$ cat config.mk
export PLATFORM = sky130hd
export DESIGN_NAME = req_encoder8_3_flat
export DESIGN_NICKNAME = d
export VERILOG_FILES = /design/src/rtl/req_encoder8_3_if.sv /design/src/rtl/req_encoder8_3.sv /design/src/flat_wrapper.sv
export SDC_FILE = /design/constraint.sdc
export NUM_CORES = 1
export LEC_CHECK = 0
export CORE_MARGIN = 2
export CORE_UTILIZATION = 45
export DETAILED_ROUTE_END_ITERATION = 8
export GPL_TIMING_DRIVEN = 0
export PLACE_DENSITY_LB_ADDON = 0.3
export SLEW_MARGIN = 30
export SYNTH_ARGS = -nofsm -noshare
export SYNTH_HDL_FRONTEND = slang
export SYNTH_SLANG_ARGS = --single-unit
$ cat constraint.sdc
create_clock -name clk -period 6.9 [get_ports clk]
set_clock_uncertainty 0.05 [all_clocks]
set_input_delay 1.035 -clock clk [delete_from_list [all_inputs] [get_ports clk]]
set_output_delay 1.035 -clock clk [all_outputs]
set_load 0.05 [all_outputs]
$ cat src/rtl/req_encoder8_3_if.sv
// rtl/req_encoder8_3_if.sv - valid/ready index channel from the request encoder
interface req_encoder8_3_if;
    logic       out_valid;
    logic       out_ready;
    logic [2:0] out_idx;

    modport master (
        output out_valid,
        output out_idx,
        input  out_ready
    );

    modport slave (
        input  out_valid,
        input  out_idx,
        output out_ready
    );
endinterface

$ cat src/rtl/req_encoder8_3.sv
// rtl/req_encoder8_3.sv - registered 8-to-3 request encoder with sticky pending bits
module req_encoder8_3 #(
    parameter bit RR = 1'b1
) (
    input  logic                     clk,
    input  logic                     reset,
    input  logic                     enable,
    input  logic                     flush,
    input  logic [7:0]               req_in,
    req_encoder8_3_if.master         out_bus,
    output logic [7:0]               pending,
    output logic                     any_pending
);

    typedef enum logic {
        IDLE  = 1'b0,
        OFFER = 1'b1
    } state_t;

    state_t     state;
    logic       valid_q;
    logic [2:0] idx_q;
    logic [2:0] rr_ptr;

    logic       accept;
    logic [7:0] clr_mask;
    logic [7:0] nxt;
    logic [2:0] ptr_acc;
    logic [2:0] sel_idle;
    logic [2:0] sel_nxt;

    // Rotate so that the scan start sits at bit 0, then pick the lowest set bit.
    function automatic logic [2:0] sel(input logic [7:0] p, input logic [2:0] ptr);
        logic [15:0] dbl;
        logic [7:0]  rot;
        logic [2:0]  k;
        dbl = {p, p};
        rot = RR ? 8'(dbl >> ptr) : p;
        k   = 3'd0;
        for (int i = 7; i >= 0; i--) begin
            if (rot[i]) k = 3'(i);
        end
        return RR ? 3'(k + ptr) : k;
    endfunction

    assign out_bus.out_valid = valid_q;
    assign out_bus.out_idx   = idx_q;
    assign any_pending       = |pending;

    always_comb begin
        accept   = valid_q & out_bus.out_ready;
        clr_mask = accept ? (8'b1 << idx_q) : 8'h00;
        // Next candidates exclude this edge's req_in so the served bit is never re-picked at once.
        nxt      = pending & ~clr_mask;
        ptr_acc  = RR ? 3'(idx_q + 3'd1) : 3'd0;
        sel_idle = sel(pending, rr_ptr);
        sel_nxt  = sel(nxt, ptr_acc);
    end

    always_ff @(posedge clk or posedge reset) begin
        if (reset) begin
            pending <= 8'h00;
            valid_q <= 1'b0;
            idx_q   <= 3'd0;
            rr_ptr  <= 3'd0;
            state   <= IDLE;
        end else if (flush) begin
            pending <= 8'h00;
            valid_q <= 1'b0;
            state   <= IDLE;
        end else begin
            // Set wins over clear: a re-request of the served bit stays pending.
            pending <= nxt | (enable ? req_in : 8'h00);
            if (accept && RR) begin
                rr_ptr <= ptr_acc;
            end
            case (state)
                IDLE: begin
                    if (|pending) begin
                        idx_q   <= sel_idle;
                        valid_q <= 1'b1;
                        state   <= OFFER;
                    end
                end
                OFFER: begin
                    if (accept) begin
                        if (|nxt) begin
                            idx_q <= sel_nxt;
                        end else begin
                            valid_q <= 1'b0;
                            state   <= IDLE;
                        end
                    end
                end
                default: begin
                    valid_q <= 1'b0;
                    state   <= IDLE;
                end
            endcase
        end
    end

endmodule

$ cat src/flat_wrapper.sv
// flat-port wrapper written by rule: the top's interface ports become plain ports
module req_encoder8_3_flat 
#(
    parameter bit RR = 1'b1
)
  (clk, reset, enable, flush, req_in, pending, any_pending, out_bus_out_valid, out_bus_out_idx, out_bus_out_ready);
  req_encoder8_3_if out_bus_i ();
  input  logic clk;
  input  logic reset;
  input  logic enable;
  input  logic flush;
  input  logic [7:0] req_in;
  output logic [7:0] pending;
  output logic any_pending;
  output wire logic [$bits(out_bus_i.out_valid)-1:0] out_bus_out_valid;
  output wire logic [$bits(out_bus_i.out_idx)-1:0] out_bus_out_idx;
  input wire logic [$bits(out_bus_i.out_ready)-1:0] out_bus_out_ready;
  assign out_bus_out_valid = out_bus_i.out_valid;
  assign out_bus_out_idx = out_bus_i.out_idx;
  assign out_bus_i.out_ready = out_bus_out_ready;
  req_encoder8_3 #(.RR(RR)) u_core (.clk(clk), .reset(reset), .enable(enable), .flush(flush), .req_in(req_in), .out_bus(out_bus_i), .pending(pending), .any_pending(any_pending));
endmodule
==> flow_summary.ini, run 1 <==
[final_layout]
antenna_cells = 0
nNetsFinal = 273
area_growth_pct = 19.7
fillers = 367
drive_gt1_share_pct = 9.64
fin_area_um2 = 2100

[synthesis]
syn-num-nets = 245
synth_edf_count = 0
async_reset_ff_share_pct = 100
ys.warnings.count = 0
synth.ff_latch_count = 16
synthFlopType = dfrtp_1
yosys-top-cells-area = dfrtp_1 23%, nand2_1 7.1%, mux2i_1 6.9%
synth.largest_area_cell = dfrtp_1
netlist_area_um2 = 1750
netlist_instances = 222
synth.distinct_cells = 56
synth.avg_cell_area_um2 = 7.90
ys_seq_area_share_pct = 22.8
synth_common_cells = 33 x nand2_1, 18 x a21oi_1, 16 x dfrtp_1, 14 x nor2_1, 12 x mux2i_1
yosysMostFrequentCell = nand2_1
synth_top_area_share_pct = 22.8

[global_route]
antenna_found_initial = 0
grt_use_total_pct = 23.7
grt_overflow_total = 0
grt.busiest_layer = met2
grt_pass1_vias = 1685
grtUsageMet1_pct = 31.6
grt_use_met3_pct = 1.36
grt_first_pass_wirelength_um = 8000
grt_max_degree = 17
use_met2_pct = 39.8

[sta]
slew_headroom_pct = 58.2
setup_viol = 0
finalCriticalPeriod_ps = 3730
fmax_mhz = 268
worst_pin_slew_ps = 626
rsz0062_at_grt = no
post-route-period-util_pct = 54.1
whs_ps = 573
fin_setup_tns_ps = 0
drv_slew = 0
hold_violations = 0

[floorplanning]
core_area_um2 = 3720
chipWidth_um = 66.4
start_util_pct = 47.2
num_rows = 22
ioPinCount = 26
fp.dieArea_um2 = 4410
fp.dieH_um = 66.4

[worst_setup_path]
r2r_cells = 12
cp-startpoint = u_core.out_bus.out_idx[0]
cpLargestDelayFamily = adder cells
ff2ff_setup_slack_ps = 3170
worst-setup-path-type = register to register
r2r_start = u_core.out_bus.out_idx[0]
slowest_stage = dfrtp_1
path_buf_inv = 2
endpoint = u_core.out_bus.out_idx[1]
end_kind = register
crit_path_start_kind = register
cp_num_cells = 12
critPathMaxFanout = 10
cp.arrival_ps = 3820
crit_path_cell_trace = inv_2 > ha_1 > clkbuf_1 > mux2i_1 > nor3_1 > a311oi_1 > o221ai_1 > a32oi_1 > ha_1 > fa_1 > mux2i_1 > a21oi_1
crit_required_ps = 6980
r2r_end = u_core.out_bus.out_idx[1]
cpPeakStageDelay_ps = 490

[route]
vias = 1795
drt-pass1-iter-count = 4
drc = 0
wl_um = 4700
drtIter0Drc = 68
ant_nets = 0
post_drt_via_cell_ratio = 6.04
routedWlPerCell_um = 15.8

[hold_path]
worstHoldPathType = register to register
min_path_cells = 2

[power]
power_density_nw_per_um2 = 460
ir_drop_uv = 254
p_leak_nw = 0.879

[clocking]
worstSkewPairLatency_ps = 260
cts-resized-gates = 0
cts_sinks = 16
post_cts_buffers = 0
h-tree-depth = 1
cts_tree = yes
cts_root_buffer = clkbuf_8
cts_buffers = 3
postCtsHoldBufs = 0
cts.clk_slew.worst_paths_ps = 70
clockBufferDepth = 2

[outcome]
status = completed

[place]
placed_area_um2 = 2040
dp_hpwl_um = 3630
routabilityCongestion = 0.855
numPortBuffers = 23

[job]
cap_violations = 0
area by class of cell:
class,count,area [µm²],share of cell area (%)
inverters,8,30.0,1.43
repair buffers,23,230,11.0
multi-input cells,185,1260,60.0
flip-flops and latches,16,400,19.1
plain buffers,13,63.8,3.04
well taps,48,60.1,2.86
clock buffers,4,55.1,2.62
power breakdown:
part | total (W) | switching (W) | internal, W
Clock | 0.0000861 | 0.0000354 | 0.0000508
Sequential | 0.000147 | 0.0000312 | 0.000116
Combinational | 0.000731 | 0.000418 | 0.000313
Total | 0.000964 | 0.000485 | 0.000479
metal layers:
metal / vias to the layer above / share of wire (%)
met2: 36 / 49
met1: 871 / 45
li1: 879 / -
met3: 9 / 3.8
met5: - / 0
met4: 0 / 2.3
worst min path at each step:
stage,startpoint,end,slack [ps]
after floorplan,u_core.rr_ptr[2],u_core.rr_ptr[2],560
after global placement,u_core.out_bus.out_idx[1],u_core.out_bus.out_idx[1],570
after detailed placement,u_core.out_bus.out_idx[1],u_core.out_bus.out_idx[1],580
after CTS,u_core.out_bus.out_idx[1],u_core.out_bus.out_idx[1],580
after global routing,u_core.out_bus.out_idx[1],u_core.out_bus.out_idx[1],640
final,u_core.out_bus.out_idx[1],u_core.out_bus.out_idx[1],570
worst register-to-register path, stage by stage (launching register included):
cell      delay [ps]
dfrtp_1          490
inv_2            150
ha_1             490
clkbuf_1         410
mux2i_1          450
nor3_1            90
a311oi_1         280
o221ai_1         160
a32oi_1          210
ha_1             200
fa_1             410
mux2i_1          140
a21oi_1           80
through the flow:
stage	instances	total power (W)	utilization [%]	setup slack, ps
floorplan	222	0.000713	-	3280
global placement	293	0.000863	55.0	3260
detailed placement	293	0.000870	55.0	3250
CTS	297	0.000964	56.5	3240
global route	297	0.00106	56.5	2880
finish	297	0.000964	56.5	3170
registers in the layout, indices dropped and copies added (netlist names):
register,flops
u_core.state,1
u_core.rr_ptr,3
u_core.out_bus.out_idx,3
u_core.out_bus.out_valid,1
u_core.pending,8
logic make-up (layout without fill, tap and decap cells):
kind of cell | after synthesis | count (layout) | share of synthesized area (%)
AOI/OAI and AO/OA | 67 | 67 | 24.9
muxes | 21 | 21 | 13.9
and+or+nand+nor | 85 | 85 | 23.9
DFF | 16 | 16 | 22.8
xor gates and xnor gates | 1 | 1 | 0.500
adders and majority gates | 11 | 11 | 8.57
buffers and inverters | 21 | 48 | 5.35
cells in the final DEF, fill, tap and decap left out, types with 6 or more instances in the layout:
cell / synthesis / layout
inv_1: 6 / 6
buf_2: 6 / 6
nor2_1: 14 / 14
nand2b_1: 6 / 6
nand2_1: 33 / 33
clkdlybuf4s50_1: 0 / 23
ha_1: 8 / 8
mux2i_1: 12 / 12
o21ai_0: 11 / 11
dfrtp_1: 16 / 16
a21oi_1: 18 / 18
mux2_2: 7 / 7
No activity file was read; power rests on OpenSTA's default activity.
==> run 2: changes to the inputs <==
==> constraint.sdc (replaced) <==
create_clock -name clk -period 3.9 [get_ports clk]
set_clock_uncertainty 0.05 [all_clocks]
set_input_delay 0.585 -clock clk [delete_from_list [all_inputs] [get_ports clk]]
set_output_delay 0.585 -clock clk [all_outputs]
set_load 0.05 [all_outputs]
==> flow_summary.ini, run 2 (same netlist as run 1, synthesis figures left out) <==
[place]
routabilityCongestion = 0.855
dp_hpwl_um = 3630
placed_area_um2 = 2040
numPortBuffers = 23

[clocking]
cts-resized-gates = 0
cts_tree = yes
clockBufferDepth = 2
post_cts_buffers = 0
cts_sinks = 16
h-tree-depth = 1
worstSkewPairLatency_ps = 260
cts_root_buffer = clkbuf_8
cts_buffers = 3
postCtsHoldBufs = 0
cts.clk_slew.worst_paths_ps = 70

[final_layout]
fillers = 364
fin_area_um2 = 2110
max_flop_register = u_core.pending
area_growth_pct = 20.2
largest_register_ffs = 8
drive_gt1_share_pct = 10.4
layout_commonest_cell = nand2_1
layout_common_cells = 33 x nand2_1, 23 x clkdlybuf4s50_1, 18 x a21oi_1
nNetsFinal = 273
antenna_cells = 0

[sta]
worst_pin_slew_ps = 628
drv_slew = 0
fmax_mhz = 280
hold_violations = 0
fin_setup_tns_ps = 0
setup_viol = 0
post-route-period-util_pct = 91.7
finalCriticalPeriod_ps = 3580
slew_headroom_pct = 58.1
rsz0062_at_grt = no

[worst_setup_path]
cpLargestDelayFamily = adder cells
path_buf_inv = 2
worst-setup-path-type = register to register
cpPeakStageDelay_ps = 480
crit_path_cell_trace = inv_2 > ha_1 > clkbuf_2 > mux2i_1 > nor3_1 > a311oi_1 > o221ai_1 > a32oi_1 > ha_1 > fa_1 > mux2i_1 > a21oi_1
slowest_stage = dfrtp_1
critPathMaxFanout = 10
crit_path_start_kind = register
cp.arrival_ps = 3660
crit_required_ps = 3980
end_kind = register

[power]
ir_drop_uv = 452
p_leak_nw = 0.883
p_total_w = 0.00172
power_density_nw_per_um2 = 815

[floorplanning]
num_rows = 22
start_util_pct = 47.2
fp.dieArea_um2 = 4410
fp.dieH_um = 66.4
core_area_um2 = 3720
chipWidth_um = 66.4
ioPinCount = 26

[global_route]
grt_first_pass_wirelength_um = 8000
antenna_found_initial = 0
grt_overflow_total = 0
grt_pass1_vias = 1685
grt_use_total_pct = 23.7
grt_max_degree = 17

[route]
drt-pass1-iter-count = 4
wl_um = 4720
drtIter0Drc = 68
drc = 0
vias = 1795
post_drt_via_cell_ratio = 6.04
routedWlPerCell_um = 15.9
ant_nets = 0

[outcome]
status = completed

[job]
cap_violations = 0

[hold_path]
worstHoldPathType = register to register
-- run 2: cell type report --
| class | instances | area (µm²) | share of cell area (%) |
|---|---|---|---|
| well taps | 48 | 60.1 | 2.85 |
| repair buffers | 23 | 230 | 10.9 |
| inverters | 8 | 30.0 | 1.43 |
| flip-flops and latches | 16 | 400 | 19.0 |
| clock buffers | 4 | 55.1 | 2.61 |
| multi-input cells | 185 | 1270 | 60.1 |
| plain buffers | 13 | 65.1 | 3.09 |
-- run 2: path summary, 6_finish.rpt --
kind,cells past startpoint,slack [ps],endpoint,from
min in group asynchronous,2,660,u_core.out_bus.out_valid,reset
setup / recovery,12,320,u_core.out_bus.out_idx[1],u_core.out_bus.out_idx[0]
setup reg to reg,12,320,u_core.out_bus.out_idx[1],u_core.out_bus.out_idx[0]
hold / removal,2,570,u_core.out_bus.out_idx[1],u_core.out_bus.out_idx[1]
max in group asynchronous,2,2740,u_core.pending[4],reset
hold reg to reg,2,570,u_core.out_bus.out_idx[1],u_core.out_bus.out_idx[1]
-- run 2: where the power goes --
group          total, W  internal [W]  switching (W)
sequential     0.000260      0.000205      0.0000547
combinational   0.00130      0.000558       0.000746
clock          0.000154     0.0000898      0.0000639
-- run 2: layer usage --
layer	part of all wire (%)	wire length (µm)	vias up	GRT usage (%)
li1	-	-	879	-
met1	45	2110	872	31.6
met2	50	2340	35	39.8
met3	3.5	164	9	1.36
met4	2.3	108	0	9.69
met5	0	0	-	0
-- run 2: tightest hold or removal path, stage by stage (launching register included) --
cell and delay (ps):
dfrtp_1 430, nor2_1 120, a21oi_1 40
-- run 2: per-stage QoR --
stage	cells	setup WS, ps	util, %	hold WS (ps)
final	297	323	56.7	573
after global routing	297	23.2	56.7	642
after CTS	297	237	56.5	585
after detailed placement	293	248	55.0	575
after global placement	293	258	55.0	569
after floorplan	222	277	-	449
